**src/rtl/lemon_pkg.sv**
```systemverilog
// Shared definitions for the LemonPC write-back stage.
//   LD_* : load funct3 encodings (size and signedness)
//   wb_state_t : write-back FSM states
package lemon_pkg;

   localparam int unsigned LD_F3_W = 3;

   localparam logic [LD_F3_W-1:0] LD_B  = 3'b000;
   localparam logic [LD_F3_W-1:0] LD_H  = 3'b001;
   localparam logic [LD_F3_W-1:0] LD_W  = 3'b010;
   localparam logic [LD_F3_W-1:0] LD_D  = 3'b011;
   localparam logic [LD_F3_W-1:0] LD_BU = 3'b100;
   localparam logic [LD_F3_W-1:0] LD_HU = 3'b101;
   localparam logic [LD_F3_W-1:0] LD_WU = 3'b110;
   // The remaining encoding has no load of its own and behaves as LD_D.
   localparam logic [LD_F3_W-1:0] LD_RSVD = 3'b111;

   typedef enum logic {
      WB_IDLE      = 1'b0,
      WB_LOAD_WAIT = 1'b1
   } wb_state_t;

endpackage

```
**src/rtl/load_align.sv**
```systemverilog
// Load data alignment: shifts the raw doubleword down by the byte offset,
// then sign- or zero-extends according to funct3. Purely combinational.
//   rdata   : raw 64-bit doubleword from memory
//   addr_lo : byte offset within the doubleword
//   funct3  : load size/sign encoding
//   data    : aligned, extended result
module load_align
   import lemon_pkg::*;
(
   input  logic [63:0]        rdata,
   input  logic [2:0]         addr_lo,
   input  logic [LD_F3_W-1:0] funct3,
   output logic [63:0]        data
);

   logic [63:0] shifted;

   // Bytes shifted past bit 63 fill with zero; misalignment is not flagged.
   assign shifted = rdata >> {addr_lo, 3'b000};

   always_comb begin
      data = shifted;
      case (funct3)
         LD_B:    data = {{56{shifted[7]}},  shifted[7:0]};
         LD_H:    data = {{48{shifted[15]}}, shifted[15:0]};
         LD_W:    data = {{32{shifted[31]}}, shifted[31:0]};
         LD_BU:   data = {56'd0, shifted[7:0]};
         LD_HU:   data = {48'd0, shifted[15:0]};
         LD_WU:   data = {32'd0, shifted[31:0]};
         default: data = shifted;
      endcase
   end

endmodule

```
**src/rtl/wb_stage.sv**
```systemverilog
// LemonPC write-back stage. Accepts completed instructions from execute,
// holds loads until the memory response, and drives the register file
// write port from registers. Reports RAW hazards for uncommitted writes.
//   clk, rst_n                : clock, async active-low reset
//   ex_valid/ex_ready         : execute handshake
//   ex_rd, ex_result          : destination and ALU result
//   ex_is_load, ex_funct3,
//   ex_addr_lo                : load descriptor
//   mem_rvalid, mem_rdata     : load response (single-cycle pulse)
//   rf_rd, rf_wen, rf_dataD   : register file write port (registered)
//   q_rs1/2, q_hazard1/2      : decode hazard query (combinational)
// Optional: define WB_TRACE_EN for a simulation-only commit trace and checks.
module wb_stage
   import lemon_pkg::*;
#(
   parameter int unsigned ADDR_WIDTH = 5,
   parameter int unsigned DATA_WIDTH = 64
) (
   input  logic                  clk,
   input  logic                  rst_n,
   input  logic                  ex_valid,
   output logic                  ex_ready,
   input  logic [ADDR_WIDTH-1:0] ex_rd,
   input  logic [DATA_WIDTH-1:0] ex_result,
   input  logic                  ex_is_load,
   input  logic [LD_F3_W-1:0]    ex_funct3,
   input  logic [2:0]            ex_addr_lo,
   input  logic                  mem_rvalid,
   input  logic [DATA_WIDTH-1:0] mem_rdata,
   output logic [ADDR_WIDTH-1:0] rf_rd,
   output logic                  rf_wen,
   output logic [DATA_WIDTH-1:0] rf_dataD,
   input  logic [ADDR_WIDTH-1:0] q_rs1,
   input  logic [ADDR_WIDTH-1:0] q_rs2,
   output logic                  q_hazard1,
   output logic                  q_hazard2
);

   wb_state_t             state_q,        state_d;
   logic [ADDR_WIDTH-1:0] pend_rd_q,      pend_rd_d;
   logic [LD_F3_W-1:0]    pend_funct3_q,  pend_funct3_d;
   logic [2:0]            pend_addr_lo_q, pend_addr_lo_d;
   logic                  rf_wen_q,       rf_wen_d;
   logic [ADDR_WIDTH-1:0] rf_rd_q,        rf_rd_d;
   logic [DATA_WIDTH-1:0] rf_data_q,      rf_data_d;

   logic [DATA_WIDTH-1:0] load_data;
   logic                  xfer;

   load_align u_load_align (
      .rdata   (mem_rdata),
      .addr_lo (pend_addr_lo_q),
      .funct3  (pend_funct3_q),
      .data    (load_data)
   );

   assign ex_ready = (state_q == WB_IDLE);
   assign xfer     = ex_valid && ex_ready;

   // State and write-port registers.
   always_ff @(posedge clk or negedge rst_n) begin
      if (!rst_n) begin
         state_q        <= WB_IDLE;
         pend_rd_q      <= '0;
         pend_funct3_q  <= '0;
         pend_addr_lo_q <= '0;
         rf_wen_q       <= 1'b0;
         rf_rd_q        <= '0;
         rf_data_q      <= '0;
      end else begin
         state_q        <= state_d;
         pend_rd_q      <= pend_rd_d;
         pend_funct3_q  <= pend_funct3_d;
         pend_addr_lo_q <= pend_addr_lo_d;
         rf_wen_q       <= rf_wen_d;
         rf_rd_q        <= rf_rd_d;
         rf_data_q      <= rf_data_d;
      end
   end

   // Next-state and write-port logic; rf_wen is a one-cycle pulse per write.
   always_comb begin
      state_d        = state_q;
      pend_rd_d      = pend_rd_q;
      pend_funct3_d  = pend_funct3_q;
      pend_addr_lo_d = pend_addr_lo_q;
      rf_wen_d       = 1'b0;
      rf_rd_d        = rf_rd_q;
      rf_data_d      = rf_data_q;

      case (state_q)
         WB_IDLE: begin
            if (xfer) begin
               if (ex_is_load) begin
                  pend_rd_d      = ex_rd;
                  pend_funct3_d  = ex_funct3;
                  pend_addr_lo_d = ex_addr_lo;
                  state_d        = WB_LOAD_WAIT;
               end else begin
                  rf_rd_d   = ex_rd;
                  rf_data_d = ex_result;
                  rf_wen_d  = (ex_rd != '0);
               end
            end
         end
         WB_LOAD_WAIT: begin
            if (mem_rvalid) begin
               rf_rd_d   = pend_rd_q;
               rf_data_d = load_data;
               rf_wen_d  = (pend_rd_q != '0);
               state_d   = WB_IDLE;
            end
         end
         default: state_d = WB_IDLE;
      endcase
   end

   // Hazard query: a pending load or the write in flight this cycle; x0 never hazards.
   always_comb begin
      q_hazard1 = (q_rs1 != '0) &&
                  (((state_q == WB_LOAD_WAIT) && (pend_rd_q == q_rs1)) ||
                   (rf_wen_q && (rf_rd_q == q_rs1)));
      q_hazard2 = (q_rs2 != '0) &&
                  (((state_q == WB_LOAD_WAIT) && (pend_rd_q == q_rs2)) ||
                   (rf_wen_q && (rf_rd_q == q_rs2)));
   end

   assign rf_wen   = rf_wen_q;
   assign rf_rd    = rf_rd_q;
   assign rf_dataD = rf_data_q;

`ifdef WB_TRACE_EN
   // Simulation-only commit trace and protocol checks.
   always @(posedge clk) begin
      if (rst_n) begin
         if (rf_wen_q)
            $display("wb x%0d <= 0x%0x", rf_rd_q, rf_data_q);
         if ((state_q == WB_IDLE) && mem_rvalid)
            $error("wb_stage: mem_rvalid while idle");
         if (xfer && ex_is_load && (ex_funct3 == LD_RSVD))
            $error("wb_stage: load with funct3 111");
      end
   end
`endif

endmodule

```
**config.mk**
```make
export PLATFORM = sky130hd
export DESIGN_NAME = wb_stage
export DESIGN_NICKNAME = d
export VERILOG_FILES = /design/src/rtl/lemon_pkg.sv /design/src/rtl/load_align.sv /design/src/rtl/wb_stage.sv
export SDC_FILE = /design/constraint.sdc
export NUM_CORES = 1
export LEC_CHECK = 0
export CORE_MARGIN = 5
export CORE_UTILIZATION = 41
export CTS_CLUSTER_SIZE = 8
export DETAILED_ROUTE_END_ITERATION = 8
export GPL_TIMING_DRIVEN = 0
export PLACE_DENSITY = 0.79
export SETUP_SLACK_MARGIN = 0.3
export SYNTH_ARGS = -nofsm -noshare
export SYNTH_HDL_FRONTEND = slang
export SYNTH_SLANG_ARGS = --single-unit
```
**constraint.sdc**
```tcl
create_clock -name clk -period 1.9 [get_ports clk]
set_input_delay 0.19 -clock clk [delete_from_list [all_inputs] [get_ports clk]]
set_output_delay 0.19 -clock clk [all_outputs]
set_load 0.01 [all_outputs]
```
# == Word level (Yosys, flattened, before mapping) ==
# Index checks and enable logic that the tools add are counted.
# Widths: inputs -> output; s select.
# totals
word_cells,54
in_bits,154
ff_bits,82
out_inout_bits,73
# op_classes
bitwise,1
muxes,17
eq_ne,12
n_shift,1
reduce_logical,16
# ops
cell,count
$pmux 64 s6,1
$mux 64,3
$pmux 64 s2,1
$shr 64x6->64,1
$eq 5x5->1,4
$reduce_bool 5->1,4
$mux 5,3
$pmux 5 s2,1
$eq 3x3->1 const B,3
$logic_and 1x1->1,7
$mux 1,6
$reduce_and 3->1,2
$ne 2x2->1 const B,2
$pmux 1 s2,2
$eq 3x1->1 const B,1
$eq 3x2->1 const B,1
$logic_not 3->1,1
$logic_or 1x1->1,2
$ne 2x1->1 const B,1
$not 1->1,1

# == Depth between registers and ports, before layout ==
# depth
word_depth,4
mapped_depth,9
mapped_depth_nobuf,5

# == Hierarchy ==
# From an unflattened synthesis, not the netlist that was laid out.
# unflattened
cells_unflattened,661
hier_area_um2,6266.0
# modules_own_cells
module,area_per_inst_um2,instances,cells_per_inst,seq_area_each_um2
wb_stage,3927.5,1,368,2052.0
load_align,2338.5,1,293,0.0

# == Worst setup path after synthesis ==
# Ideal clock, no wire load.
# synth_timing
kind,register to register
start,register pend_addr_lo_q[1]
end,register rf_data_q[13] (netlist: rf_dataD[13])
setup_time_ns,0.126
t_required_ns,1.774
arrival_ns,1.914
synth_period_minus_slack_ns,2.040
path_stages_with_launch,8
n_path_buf,3
path_slack_ns,-0.140
cell_sequence,dfrtp_1 buf_4 buf_2 clkbuf_1 mux4_2 mux2_2 a221oi_1 nand2_1
# synth_via
elab_chain_cells,4
# synth_lines
item,line,rtl
"start, declared",wb_stage.sv:42,"logic [2:0] pend_addr_lo_q, pend_addr_lo_d;"
"start signal, assigned",wb_stage.sv:74,pend_addr_lo_q <= pend_addr_lo_d;
$shr 64x6->64,load_align.sv:19,"assign shifted = rdata >> {addr_lo, 3'b000};"
$pmux 64 s6,load_align.sv:23,case (funct3)
$mux 64,wb_stage.sv:107,if (mem_rvalid) begin
$pmux 64 s2,wb_stage.sv:91,case (state_q)
"end signal, assigned",wb_stage.sv:77,rf_data_q <= rf_data_d;
"end, declared",wb_stage.sv:45,"logic [DATA_WIDTH-1:0] rf_data_q, rf_data_d;"
# Every way passes these cells. The select of a mux whose other input is x is not followed.
# A chain may end at the register's enable or synchronous reset.

# == Worst setup path in the final report ==
# layout_timing
start,register pend_addr_lo_q[0]
end,register rf_data_q[23] (netlist: rf_dataD[23])
# The elaborated chain is that of the path after synthesis.

==> impl_metrics.tcl <==
set metrics [dict create \
    outcome "complete, but fails checks" \
    violations "setup timing" \
    yosysTopAreaCell "dfrtp_1" \
    hpwlAfterDp_microns 18100 \
    vias_per_cell 6.09 \
    relSlewSlack_pct 57.6 \
    worst_hold_slack_ns 0.343 \
    gp_congestion 0.938 \
    globalRoute.totalOverflow 0 \
    yosysWarnings 0 \
    cp_slowest_cell "dfrtp_1" \
    drt_iter0_drc 804 \
    path_clk_slew_ns 0.06 \
    numCtsBuffers 9 \
    grt_pass1_wl_microns 36700 \
    r2r-end "rf_dataD[23]" \
    antenna_found_initial 0 \
    utilization_pct 68.3 \
    die_area_sq_mm 0.0171 \
    path_cells "buf_8, buf_12, buf_12, buf_4, mux4_2, inv_2, o22ai_1, and3b_1, or3_1" \
    coreArea_sq_mm 0.0144 \
    grt_use_total_pct 28.3 \
    fillers 1093 \
    worst_pin_slew_ns 0.634 \
    root_buffer "clkbuf_16" \
    post-route-min-period_ns 2.08 \
    synth_commonest_cells "dfrtp_1, nand2_1, nor2_1" \
    cts_tree "yes" \
    cts_sinks 82 \
    syn_avg_cell_area_sq_um 9.56 \
    yosys_register_bits 82 \
    synthesis.area_sq_mm 0.00598 \
    maxCapViolCount 0 \
    endpoint_kind "flop" \
    dr.pass1.iters 5 \
    total_power_uw 9800 \
    synth_area_leaders "dfrtp_1, mux4_2, mux2i_1, mux2_2, a211oi_1" \
    syn_inst 625 \
    vias 6630 \
    synthMostInstantiatedCell "dfrtp_1" \
    area_growth_pct 64.9 \
    synth_top_area_share_pct 34.3 \
    routed_wl_microns 25200 \
    ys_seq_area_share_pct 34.3 \
    slew_viol_final 0 \
    dr_wl_met2_microns 12000 \
    io_buffers 226 \
    reg2reg_depth 9 \
    antenna_cells 0 \
    min_path_type "input port to asynchronous set/reset pin" \
    peakVddDrop_mv 0.575 \
    synth_nets 779 \
    crit_top_cell "buf_12" \
    cp_num_buf_inv 5 \
    clk_latency_ns 0.35 \
    nNetsFinal 1054 \
    cp-start-kind "flop" \
    ys.flop_type "dfrtp_1" \
    leakagePower_uw 0.00393 \
    clockBufferDepth 2 \
    wl_per_cell_microns 23.2 \
    cts-htree-levels 3 \
    highest_layer "met4" \
    setup_slack_ns -0.185 \
    path_class "flop to flop" \
    rsz0062_at_grt "yes" \
    synth_edf_count 0 \
    critPathRequiredTime_ns 2.13 \
    rrSetupSlack_ns -0.18 \
    grt_start_max_net_pins 49 \
    ioPinCount 227 \
    power_density_mw_per_mm2 995 \
    wl_met3_microns 2180 \
    dieWidth_microns 131 \
    arrival_ns 2.31 \
    drive_above_1_share_pct 28.7 \
    cp_slowest_stage_delay_ns 0.41 \
    grt_pass1_vias 6572 \
    yosysUniqueCellTypes 51 \
    setup_viol_count_final 62 \
    hold_viol 0 \
    drc 0 \
    final_antenna_net_count 0 \
    finalCritPeriodShare_pct 110 \
    critPathMaxFanout 10 \
    finClkSkew_ns 0.00591 \
    wl_met1_microns 9800 \
    reg2reg_from "pend_addr_lo_q[0]" \
    die_h_microns 131 \
    start_util_pct 41.4 \
    rows 44 \
    path_delay_family "buffers and inverters" \
    synthArstFlopShare_pct 100 \
    crit_cells 9 \
    fmax_mhz 480 \
]
power breakdown:
| part | total, uW | leakage [uW] | switching [uW] | internal [uW] |
|---|---|---|---|---|
| sequential | 2670 | 0.000948 | 400 | 2270 |
| combinational | 5180 | 0.00283 | 2340 | 2840 |
| clock | 1950 | 0.000157 | 758 | 1190 |
| total | 9800 | 0.00393 | 3500 | 6310 |
timing repair:
| action | in CTS | in global routing |
|---|---|---|
| setup buffers | 21 | 11 |
| pin swaps | 14 | 22 |
| setup endpoints to repair | 84 | 84 |
| hold buffers | 1 | 0 |
| gates resized for setup | 89 | 91 |
| endpoints found under the hold margin | 34 | 0 |
| gates cloned | 3 | 1 |
worst max-delay path by stage:
| stage | start | endpoint |
|---|---|---|
| after floorplan | pend_addr_lo_q[0] | rf_dataD[10] |
| after global placement | rst_n | rf_dataD[56] |
| after global routing | pend_addr_lo_q[0] | rf_dataD[23] |
| after detailed placement | state_q | q_hazard2 |
| final | pend_addr_lo_q[0] | rf_dataD[23] |
| after CTS | pend_addr_lo_q[0] | rf_dataD[51] |
cell type report:
| class | count | area (sq um) | area share [%] |
|---|---|---|---|
| flip-flops and latches | 82 | 2060 | 20.9 |
| plain buffers | 55 | 513 | 5.20 |
| well taps | 184 | 230 | 2.34 |
| repair buffers | 264 | 2630 | 26.7 |
| clock buffers | 12 | 246 | 2.50 |
| clock inverters | 4 | 73.8 | 0.749 |
| inverters | 9 | 35.0 | 0.355 |
| multi-input cells | 479 | 4060 | 41.2 |
worst register-to-register path: stages, from the launching register on:
cell     delay (ns)
dfrtp_1        0.41
buf_8          0.16
buf_12         0.14
buf_12         0.14
buf_4          0.14
mux4_2         0.29
inv_2          0.06
o22ai_1        0.09
and3b_1        0.21
or3_1          0.32
flip-flops by register name, indices dropped and copies added, names as in the netlist:
register and cells:
pend_rd_q 5, rf_wen 1, rf_dataD 64, pend_addr_lo_q 3
state_q 1, pend_funct3_q 3, rf_rd 5
layout by cell type, fill, tap and decap left out, types with 8 or more instances in the layout:
master	synthesis	final
clkdlybuf4s50_1	0	222
or3_1	15	15
nor2_1	55	51
a211oi_2	0	31
nor3_1	33	33
clkbuf_16	0	12
and3b_1	9	9
clkbuf_1	24	10
dfrtp_1	82	74
clkbuf_2	1	10
a221oi_2	0	10
buf_8	0	8
nand2_1	66	65
buf_4	4	37
dfrtp_2	0	8
a21oi_1	23	15
o21ai_1	1	9
mux2_2	35	29
mux4_2	28	28
xor2_1	16	16
o21ai_0	31	22
mux2i_1	45	40
logic make-up after synthesis:
kind of cell	synth area share, %
DFF	34.3
muxes	25.4
and+or+nand+nor	17.8
buffers and inverters	5.28
xor gates and xnor gates	2.93
AOI/OAI and AO/OA	14.3
stage by stage:
step | setup WS, ns | instance area, sq um | TNS (ns) | std cells
CTS | -0.123 | 9420 | -5.09 | 1077
finish | -0.185 | 9860 | -7.60 | 1089
detailed placement | -0.802 | 8650 | -36.70 | 1036
floorplan | 0.0121 | 6140 | 0 | 625
global placement | -2.45 | 8630 | -233.69 | 1035
global route | -0.241 | 9860 | -10.40 | 1089
per-layer routing:
layer	up-vias	global-route usage (%)
met1	3213	37.5
met4	0	14.2
met3	101	4.35
met5	-	0
met2	428	45.3
li1	2888	-
Power figures use the tool's default switching activity.
